`src/rtl/sync_fifo_ctrl.sv`:
```
// Single-clock FIFO with storage, occupancy count, threshold flags and registered read data.
// Define SYNC_FIFO_ERR_EN to add sticky overflow/underflow flags with an err_clr input.
module sync_fifo_ctrl #(
  parameter int DATA_WIDTH = 8,
  parameter int DEPTH      = 16,
  parameter int PTR_WIDTH  = 4,
  parameter int AF_THRESH  = DEPTH - 2,
  parameter int AE_THRESH  = 2
) (
  input  logic                  clk,
  input  logic                  rst,
  input  logic                  wr_en,
  input  logic [DATA_WIDTH-1:0] d_in,
  input  logic                  rd_en,
  output logic [DATA_WIDTH-1:0] d_out,
  output logic                  rd_valid,
  output logic                  full,
  output logic                  empty,
  output logic                  almost_full,
  output logic                  almost_empty,
  output logic [PTR_WIDTH:0]    count
`ifdef SYNC_FIFO_ERR_EN
  ,
  output logic                  overflow,
  output logic                  underflow,
  input  logic                  err_clr
`endif
);

  localparam int CNT_W = PTR_WIDTH + 1;
  localparam logic [CNT_W-1:0] DEPTH_C = CNT_W'(DEPTH);
  localparam logic [CNT_W-1:0] AF_C    = CNT_W'(AF_THRESH);
  localparam logic [CNT_W-1:0] AE_C    = CNT_W'(AE_THRESH);

  if ((1 << PTR_WIDTH) != DEPTH) begin : g_bad_ptr_width
    $error("sync_fifo_ctrl: PTR_WIDTH must equal log2(DEPTH)");
  end
  if (DEPTH < 4) begin : g_bad_depth
    $error("sync_fifo_ctrl: DEPTH must be at least 4");
  end
  if (AF_THRESH < 1 || AF_THRESH > DEPTH || AE_THRESH < 0 || AE_THRESH > DEPTH - 1) begin : g_bad_thresh
    $error("sync_fifo_ctrl: threshold out of range");
  end

  logic [DATA_WIDTH-1:0] mem_q [DEPTH];

  logic [PTR_WIDTH-1:0]  wr_ptr_q, wr_ptr_d;
  logic [PTR_WIDTH-1:0]  rd_ptr_q, rd_ptr_d;
  logic [CNT_W-1:0]      count_q, count_d;
  logic [DATA_WIDTH-1:0] d_out_q, d_out_d;
  logic                  rd_valid_q, rd_valid_d;
  logic                  wr_acc, rd_acc;

  // Flags decode straight from the registered count.
  assign full         = (count_q == DEPTH_C);
  assign empty        = (count_q == '0);
  assign almost_full  = (count_q >= AF_C);
  assign almost_empty = (count_q <= AE_C);
  assign count        = count_q;
  assign d_out        = d_out_q;
  assign rd_valid     = rd_valid_q;

  assign wr_acc = wr_en && !full;
  assign rd_acc = rd_en && !empty;

  always_comb begin
    wr_ptr_d   = wr_ptr_q;
    rd_ptr_d   = rd_ptr_q;
    count_d    = count_q;
    d_out_d    = d_out_q;
    rd_valid_d = rd_acc;
    if (wr_acc) wr_ptr_d = wr_ptr_q + PTR_WIDTH'(1);
    if (rd_acc) begin
      rd_ptr_d = rd_ptr_q + PTR_WIDTH'(1);
      d_out_d  = mem_q[rd_ptr_q];
    end
    case ({wr_acc, rd_acc})
      2'b10:   count_d = count_q + CNT_W'(1);
      2'b01:   count_d = count_q - CNT_W'(1);
      default: count_d = count_q;
    endcase
  end

  always_ff @(posedge clk) begin
    if (rst) begin
      wr_ptr_q   <= '0;
      rd_ptr_q   <= '0;
      count_q    <= '0;
      d_out_q    <= '0;
      rd_valid_q <= 1'b0;
    end else begin
      wr_ptr_q   <= wr_ptr_d;
      rd_ptr_q   <= rd_ptr_d;
      count_q    <= count_d;
      d_out_q    <= d_out_d;
      rd_valid_q <= rd_valid_d;
    end
  end

  // Storage is not reset, but a write in a reset cycle is still suppressed.
  always_ff @(posedge clk) begin
    if (!rst && wr_acc) mem_q[wr_ptr_q] <= d_in;
  end

`ifdef SYNC_FIFO_ERR_EN
  logic overflow_q, overflow_d;
  logic underflow_q, underflow_d;

  assign overflow  = overflow_q;
  assign underflow = underflow_q;

  // A new error event beats a clear issued in the same cycle.
  always_comb begin
    overflow_d  = overflow_q;
    underflow_d = underflow_q;
    if (err_clr) begin
      overflow_d  = 1'b0;
      underflow_d = 1'b0;
    end
    if (wr_en && full)  overflow_d  = 1'b1;
    if (rd_en && empty) underflow_d = 1'b1;
  end

  always_ff @(posedge clk) begin
    if (rst) begin
      overflow_q  <= 1'b0;
      underflow_q <= 1'b0;
    end else begin
      overflow_q  <= overflow_d;
      underflow_q <= underflow_d;
    end
  end
`endif

endmodule

```
`config.mk`:
```
export PLATFORM = sky130hd
export DESIGN_NAME = sync_fifo_ctrl
export DESIGN_NICKNAME = d
export VERILOG_FILES = /design/src/rtl/sync_fifo_ctrl.sv
export SDC_FILE = /design/constraint.sdc
export NUM_CORES = 1
export LEC_CHECK = 0
export BUFFER_PORTS_ARGS = -buffer_cell sky130_fd_sc_hd__buf_2
export CORE_ASPECT_RATIO = 0.9
export CORE_MARGIN = 5
export CORE_UTILIZATION = 42
export DETAILED_ROUTE_END_ITERATION = 16
export SYNTH_ARGS = -nofsm -noshare
export SYNTH_HDL_FRONTEND = slang
export SYNTH_SLANG_ARGS = --single-unit
export TNS_END_PERCENT = 20
```
`constraint.sdc`:
```
create_clock -name clk -period 3.3 [get_ports clk]
set_clock_uncertainty 0.05 [all_clocks]
set_input_delay 0.66 -clock clk [delete_from_list [all_inputs] [get_ports clk]]
set_output_delay 0.66 -clock clk [all_outputs]
set_load 0.05 [all_outputs]
```
==> flow_summary.yaml, run 1 <==
run_status:
  status: "finished clean"
clock_network:
  cts_root_buffer: "clkbuf_16"
  cts_tree: "done"
  cts.path.max_buffers: 2
  cts.clk_slew.worst_paths_ns: 0.06
  cts_post_setup_buffers_inserted: 0
  hold_fix_buffers_at_cts: 0
  cts-buffers-inserted: 17
  cts_repair_resize_count: 0
  cts.sink_count: 150
  worstSkewPairLatency_ns: 0.42
  cts_htree_levels: 4
synthesis:
  synthCells: 396
  synth_sequential_area_ratio_pct: 70.6
  synth.distinct_cells: 40
  netlist_top_cells_count: "edfxtp_1, mux2i_1, nor2_1"
  synth_nets: 418
  synth_enable_flop_cells: 128
  netlist_top_cells_area: "edfxtp_1, mux2i_1, dfxtp_1"
  syn_area_mm2: 0.00607
  synthesis.yosys.warnings: 0
  yosysTopAreaCellShare_pct: 63.4
  postSynthRegisterBits: 150
  ys_async_sr_fraction_pct: 0
  yosysMostFrequentCell: "edfxtp_1"
  syn_area_per_cell_um2: 15.3
  synth_ff_type: "edfxtp_1"
  synth_largest_area_cell: "edfxtp_1"
critical_path:
  cp_data_arrival_time_ns: 3.23
  crit_slowest_cell: "or4_4"
  crit_start_category: "flip-flop"
  r2r_setup_slack_ns: 0.32
  timing.rr.end: "count[4]"
  critical_path.top_delay_family: "simple AND/OR/NAND/NOR gates"
  timing.critical_path.depth: 10
  timing.critical_path.buf_inv: 1
  critical_path_max_stage_delay_ns: 0.58
  r2r-start: "count[0]"
  endpoint_kind: "flip-flop"
  crit_type: "flip-flop to flip-flop"
  worstSetupEndpoint: "count[4]"
  path_cells: "or4_4, o21ai_4, inv_2, ha_1, ha_1, nor2b_1, o21ai_0, a21oi_1, or3b_1, mux2_2"
  ff2ff_path_depth: 10
  worst_path_most_repeated_cell: "ha_1"
  max_fo_critical_path: 7
  required_time_of_the_worst_setup_path_ns: 3.56
  crit_start: "count[0]"
run:
  drv.max_cap_violation_count: 0
floorplan:
  std_cell_rows: 41
  initial_core_util_pct: 43.0
  floorplan.die.height_um: 124
  die_x_um: 137
  design.core.area_mm2: 0.0141
  die_area_mm2: 0.0170
  io-pin-count: 30
final_layout:
  insertedDiodeCount: 0
  fin_nets: 454
  storage_element_area_mm2: 0.00429
  area_delta_synth_final_pct: 16.4
  drive_gt1_share_pct: 17.3
  area_of_the_multi_input_gates_mm2: 0.00162
  fillCellCount: 1195
  final_util_pct: 50.0
power:
  cellLeakagePower_nw: 2.30
  power-per-cell-area_mw_per_mm2: 801
  ir_worst_vdd_uv: 493
placed_design:
  port_buffers: 29
  routabilityCongestion: 0.787
  hpwl_um: 8040
drt:
  vias_per_cell: 5.16
  route.detailed.drc: 0
  postRouteWirelength_um: 12300
  post_route_ant_nets: 0
  via_count: 3292
  routed_wire_length_per_instance_um: 19.2
  drtIter0Drc: 235
  first_pass_iters: 4
timing:
  fmaxAchievable_mhz: 336
  grt_setup_unrepaired: "false"
  finalSetupTns_ns: 0
  max_slew_violation_total_from_the_final_report: 0
  hold_violations: 0
  setup-violations-final: 0
  fin_hold_ws_ns: 0.448
  layout_min_cycle_time_ns: 2.98
  period_share_pct: 90.2
  relSlewSlack_pct: 44.1
  max_slew.worst_pin.slew_ns: 0.836
global_routing:
  grt_util_all_layers_pct: 15.5
  grt_first_pass_wirelength_um: 19000
  number_of_global_route_vias_before_repair: 3310
  grt_remaining_overflow: 0
  grt_max_degree: 30
  antenna_violations_before_repair: 0
min_path:
  hold_class: "input pin to flip-flop"
## state kept, by name, indices dropped and copies added, names as in the netlist
| register | flops |
|---|---|
| mem_q | 128 |
| wr_ptr_q | 4 |
| d_out | 8 |
| rd_valid | 1 |
| count | 5 |
| rd_ptr_q | 4 |
## cells in the final DEF (no fill, tap or decap), types with 6 or more instances in the layout
master and n:
ha_1 9, buf_2 29, edfxtp_1 128, nand2_1 10
clkbuf_16 17, nor2_1 44, a21oi_1 6, o22ai_1 32
bufinv_16 6, mux2i_1 65, a211oi_1 7, buf_4 7
dfxtp_1 21, nor4_1 9, inv_1 7
## how the worst min path moves through the flow
| stage | start | end | slack [ns] | cells past startpoint |
|---|---|---|---|---|
| detailed placement | d_out[1] | d_out[1] | 0.45 | 2 |
| CTS | rd_en | rd_valid | 0.43 | 3 |
| global route | rd_en | rd_valid | 0.44 | 3 |
| floorplan | wr_ptr_q[3] | wr_ptr_q[3] | 0.49 | 2 |
| global placement | d_out[1] | d_out[1] | 0.44 | 2 |
| finish | rd_en | rd_valid | 0.45 | 3 |
## cell families after synthesis
kind of cell             count (synthesis)  share of synthesized area (%)
multiplexers                            66                           10.9
flip-flops                             150                           70.6
adder cells (fa/ha/maj)                 10                           2.19
buffers and inverters                   28                           2.68
AND/OR/NAND/NOR                         82                           6.50
XOR/XNOR                                 8                           1.28
AO/OA/AOI/OAI                           52                           5.84
## tightest hold or removal path: cells and delay by family
kind,cells,cell delay (ns)
buffers and inverters,1,0.11
AND/OR/NAND/NOR,1,0.04
AO/OA/AOI/OAI,1,0.06
## per-stage QoR
step           area (um^2)  instances  total power [mW]  worst slack [ns]
2_1_floorplan         6070        396              3.26             0.125
3_3_place_gp          6400        606              3.53             0.405
3_5_place_dp          6400        606              3.55             0.350
4_1_cts               7060        638              5.71             0.329
5_1_grt               7060        638              5.89             0.140
6_report              7060        638              5.65             0.324
## power breakdown
part	switching (mW)	internal (mW)
sequential	0.114	2.17
combinational	0.860	0.356
clock	0.738	1.42
total	1.71	3.94
## area by class of cell
| class | count | share of cell area (%) |
|---|---|---|
| Multi-Input combinational cell | 218 | 23.0 |
| Tap cell | 193 | 3.42 |
| Timing Repair Buffer | 37 | 3.08 |
| Clock buffer | 19 | 6.13 |
| Inverter | 8 | 0.425 |
| Clock inverter | 13 | 3.23 |
| Sequential cell | 150 | 60.7 |
## metal layers
layer | track usage [%] | vias up | wire length [um]
met5 | 0 | - | 0
met4 | 5.29 | 0 | 140
met3 | 4.93 | 12 | 708
met2 | 23.6 | 58 | 5760
met1 | 21.0 | 1624 | 5650
li1 | - | 1598 | -
Power figures use the tool's default switching activity.
==> run 2, diff against run 1 <==
CORE_MARGIN = 2   (was 5)
CTS_BUF_LIST = sky130_fd_sc_hd__clkbuf_8 sky130_fd_sc_hd__clkbuf_16   (was default)
RECOVER_POWER = 25   (was default)
==> flow_summary.yaml, run 2 (synthesis results as in run 1) <==
critical_path:
  r2r-start: "count[0]"
  required_time_of_the_worst_setup_path_ns: 3.56
  crit_start: "count[0]"
  cp_data_arrival_time_ns: 3.21
  crit_type: "flip-flop to flip-flop"
  max_fo_critical_path: 7
  crit_start_category: "flip-flop"
  endpoint_kind: "flip-flop"
drt:
  routed_wire_length_per_instance_um: 19.7
  drtIter0Drc: 313
  vias_per_cell: 5.23
  first_pass_iters: 4
  route.detailed.drc: 0
  post_route_ant_nets: 0
  postRouteWirelength_um: 12600
  via_count: 3347
clock_network:
  cts_root_buffer: "clkbuf_16"
  cts.clk_slew.worst_paths_ns: 0.06
  cts.path.max_buffers: 2
  worstSkewPairLatency_ns: 0.42
  cts-buffers-inserted: 17
  cts_repair_resize_count: 0
  cts_htree_levels: 4
  hold_fix_buffers_at_cts: 0
  cts.sink_count: 150
  cts_post_setup_buffers_inserted: 0
  cts_tree: "done"
timing:
  grt_setup_unrepaired: "false"
  max_slew_violation_total_from_the_final_report: 0
  fmaxAchievable_mhz: 339
  finalSetupTns_ns: 0
  period_share_pct: 89.5
  max_slew.worst_pin.slew_ns: 0.897
  crit_path_setup_slack_layout_ns: 0.347
  layout_min_cycle_time_ns: 2.95
  hold_violations: 0
  setup-violations-final: 0
  relSlewSlack_pct: 40.0
floorplan:
  initial_core_util_pct: 43.2
  std_cell_rows: 41
  die_x_um: 131
  floorplan.die.height_um: 118
  io-pin-count: 30
  die_area_mm2: 0.0154
  design.core.area_mm2: 0.0141
global_routing:
  antenna_violations_before_repair: 0
  grt_first_pass_wirelength_um: 19000
  grt_util_all_layers_pct: 17.3
  grt_remaining_overflow: 0
  number_of_global_route_vias_before_repair: 3332
  grt_max_degree: 45
placed_design:
  routabilityCongestion: 0.765
  place_ws_ns: 0.359
  port_buffers: 29
  hpwl_um: 8110
power:
  design_power_total_mw: 5.48
  cellLeakagePower_nw: 2.27
  ir_worst_vdd_uv: 612
  power-per-cell-area_mw_per_mm2: 780
run_status:
  status: "finished clean"
min_path:
  worstHoldStart: "d_out[2]"
  hold_class: "flip-flop to flip-flop"
final_layout:
  area_delta_synth_final_pct: 15.7
  drive_gt1_share_pct: 16.8
  fin_nets: 456
  mostFrequentLayoutCell: "edfxtp_1"
  insertedDiodeCount: 0
  mostFrequentLayoutCells: "edfxtp_1, mux2i_1, nor2_1"
  number_of_flip_flops_in_the_largest_register: 128
  largest_register: "mem_q"
run:
  drv.max_cap_violation_count: 0
## run 2: changes by cell type in the layout (fill, tap and decap cells not counted), sizes merged
cell      change
bufinv        -2
clkinvlp      +2
clkinv        +2
clkbuf        +4
buf           -4
## run 2: final cells by class
class,instances,area (um^2)
fill,1210,7040
timing repair buffer,39,225
multi-input combinational,218,1620
clock buffer,17,425
inverter,8,30.0
sequential,150,4290
clock inverter,15,185
tap,193,241
## run 2: layer usage
| metal | GRT usage (%) | part of all wire (%) | up-vias |
|---|---|---|---|
| met5 | 0 | 0 | - |
| met4 | 5.98 | 1.6 | 0 |
| met3 | 4.64 | 4.2 | 14 |
| met2 | 26.1 | 48 | 62 |
| met1 | 24.3 | 46 | 1668 |
| li1 | - | - | 1603 |
## run 2: through the flow
stage / instances / util, % / area, um^2 / hold WS (ns)
floorplan: 396 / - / 6070 / 0.486
detailed placement: 608 / 45.6 / 6410 / 0.442
finish: 640 / 49.9 / 7020 / 0.447
CTS: 640 / 50.0 / 7020 / 0.438
global route: 640 / 49.9 / 7020 / 0.449
global placement: 608 / 45.6 / 6410 / 0.440
## run 2: critical path: stages, from the launching register on
cell	delay, ns
dfxtp_1	0.37
or4_4	0.58
o21ai_4	0.17
inv_2	0.05
ha_1	0.23
ha_1	0.32
nor2b_1	0.15
o21ai_0	0.20
a21oi_1	0.10
or3b_1	0.36
mux2_2	0.27
## run 2: final timing paths
path                                 end  slack (ns)  cells past startpoint
worst max-delay path            count[4]        0.35                     10
worst min-delay path            d_out[2]        0.45                      2
worst max register to register  count[4]        0.35                     10
worst min register to register  d_out[2]        0.45                      2
## run 2: power breakdown
group / total, mW / switching (mW) / internal (mW)
sequential: 2.28 / 0.109 / 2.17
clock: 1.98 / 0.722 / 1.25
combinational: 1.22 / 0.864 / 0.358
total: 5.48 / 1.69 / 3.78
==> run 3, diff against run 2 <==
CELL_PAD_IN_SITES_DETAIL_PLACEMENT = 1   (was default)
CELL_PAD_IN_SITES_GLOBAL_PLACEMENT = 1   (was default)
CORE_UTILIZATION = 30   (was 42)
PLACE_DENSITY_LB_ADDON = 0.1   (was default)
==> flow_summary.yaml, run 3 (synthesis results as in run 1) <==
run_status:
  status: "finished clean"
drt:
  first_pass_iters: 5
  routed_wire_length_per_instance_um: 20.7
  via_count: 3377
  postRouteWirelength_um: 14700
  drtIter0Drc: 224
  post_route_ant_nets: 0
  vias_per_cell: 4.75
  route.detailed.drc: 0
run:
  drv.max_cap_violation_count: 0
critical_path:
  ff2ff_path_depth: 10
  r2r-start: "count[0]"
  required_time_of_the_worst_setup_path_ns: 3.56
  crit_start_category: "flip-flop"
  crit_start: "count[0]"
  cp_data_arrival_time_ns: 3.27
  endpoint_kind: "flip-flop"
  timing.rr.end: "count[4]"
  max_fo_critical_path: 7
  r2r_setup_slack_ns: 0.30
  crit_type: "flip-flop to flip-flop"
timing:
  crit_path_setup_slack_layout_ns: 0.298
  hold_violations: 0
  fin_hold_ws_ns: 0.445
  grt_setup_unrepaired: "false"
  max_slew_violation_total_from_the_final_report: 0
  max_slew.worst_pin.slew_ns: 0.894
  setup-violations-final: 0
  period_share_pct: 91.0
  layout_min_cycle_time_ns: 3.00
  fmaxAchievable_mhz: 333
  finalSetupTns_ns: 0
  relSlewSlack_pct: 40.4
floorplan:
  floorplan.die.height_um: 139
  std_cell_rows: 49
  io-pin-count: 30
  initial_core_util_pct: 30.4
  design.core.area_mm2: 0.0199
  die_x_um: 154
  die_area_mm2: 0.0214
power:
  power-per-cell-area_mw_per_mm2: 771
  design_power_total_mw: 5.51
  share_clk_of_total_power_pct: 35.8
  power_switching_mw: 1.79
  share_of_total_power_in_sequential_cells_pct: 41.4
  p_int_mw: 3.72
  netSwitchingFraction_pct: 32.5
  share_comb_of_total_power_pct: 22.8
  ir_worst_vdd_uv: 340
  cellLeakagePower_nw: 2.30
final_layout:
  drive_gt1_share_pct: 18.4
  mostFrequentLayoutCell: "edfxtp_1"
  area_delta_synth_final_pct: 17.9
  insertedDiodeCount: 0
  fin_nets: 465
  final_design_area_no_fill_mm2: 0.00715
  number_of_flip_flops_in_the_largest_register: 128
  mostFrequentLayoutCells: "edfxtp_1, mux2i_1, nor2_1"
  number_of_standard_cells_in_the_layout_taps_in_and_fillers_out: 711
  final_util_pct: 35.9
  largest_register: "mem_q"
placed_design:
  port_buffers: 29
  routabilityCongestion: 0.747
  hpwl_um: 9480
  numPlacedInstances: 679
  place_ws_ns: 0.295
  placed_area_mm2: 0.00656
global_routing:
  global_route.usage.met1_pct: 20.0
  grt_remaining_overflow: 0
  grt_busiest_layer: "met2"
  antenna_violations_before_repair: 0
  number_of_global_route_vias_before_repair: 3606
  grt_max_degree: 67
  grt_first_pass_wirelength_um: 22300
  grt_use_met2_pct: 22.8
  grt_util_all_layers_pct: 14.5
  grt_util_met3_pct: 3.25
clock_network:
  cts-buffers-inserted: 17
  cts.sink_count: 150
  worstSkewPairLatency_ns: 0.42
  hold_fix_buffers_at_cts: 0
  cts.clk_slew.worst_paths_ns: 0.06
  cts.path.max_buffers: 2
  cts_root_buffer: "clkbuf_16"
  cts_repair_resize_count: 0
  cts_tree: "done"
  cts_htree_levels: 4
  cts_post_setup_buffers_inserted: 0
min_path:
  hold_end: "rd_valid"
  hold_class: "input pin to flip-flop"
  hold-path-cell-count: 3
  worstHoldStart: "rd_en"
[run 3: how the worst max path moves through the flow]
| stage | end | cells past startpoint | slack, ns |
|---|---|---|---|
| after floorplan | count[4] | 11 | 0.12 |
| after global placement | count[4] | 10 | 0.35 |
| after detailed placement | count[4] | 10 | 0.30 |
| after CTS | count[4] | 10 | 0.27 |
| after global routing | count[4] | 11 | 0.11 |
| final | count[4] | 10 | 0.30 |
[run 3: cell type report]
cell class,instances,area (um^2)
inverters,8,30.0
fillers,2037,12800
repair buffers,48,293
multi-input cells,218,1620
clock inverters,15,178
clock buffers,17,425
well taps,255,319
flip-flops and latches,150,4290
[run 3: per-layer routing]
layer | vias up | wire [um]
met1 | 1727 | 7340
met5 | - | 0
met4 | 0 | 150
met3 | 10 | 399
li1 | 1607 | -
met2 | 33 | 6820
[run 3: worst max-delay path: stages (launching register included)]
cell     delay [ns]
dfxtp_1        0.38
or4_4          0.59
o21ai_4        0.17
inv_2          0.05
ha_1           0.23
ha_1           0.32
nor2b_1        0.15
o21ai_0        0.22
a21oi_1        0.10
or3b_1         0.36
mux2_2         0.27
[run 3: power groups by stage]
stage	sequential (mW)	clock (mW)	combinational, mW
after floorplan	2.55	0	0.709
after global placement	2.31	0	1.26
after detailed placement	2.32	0	1.28
after CTS	2.28	2.03	1.28
after global routing	2.30	2.11	1.37
final	2.28	1.97	1.26
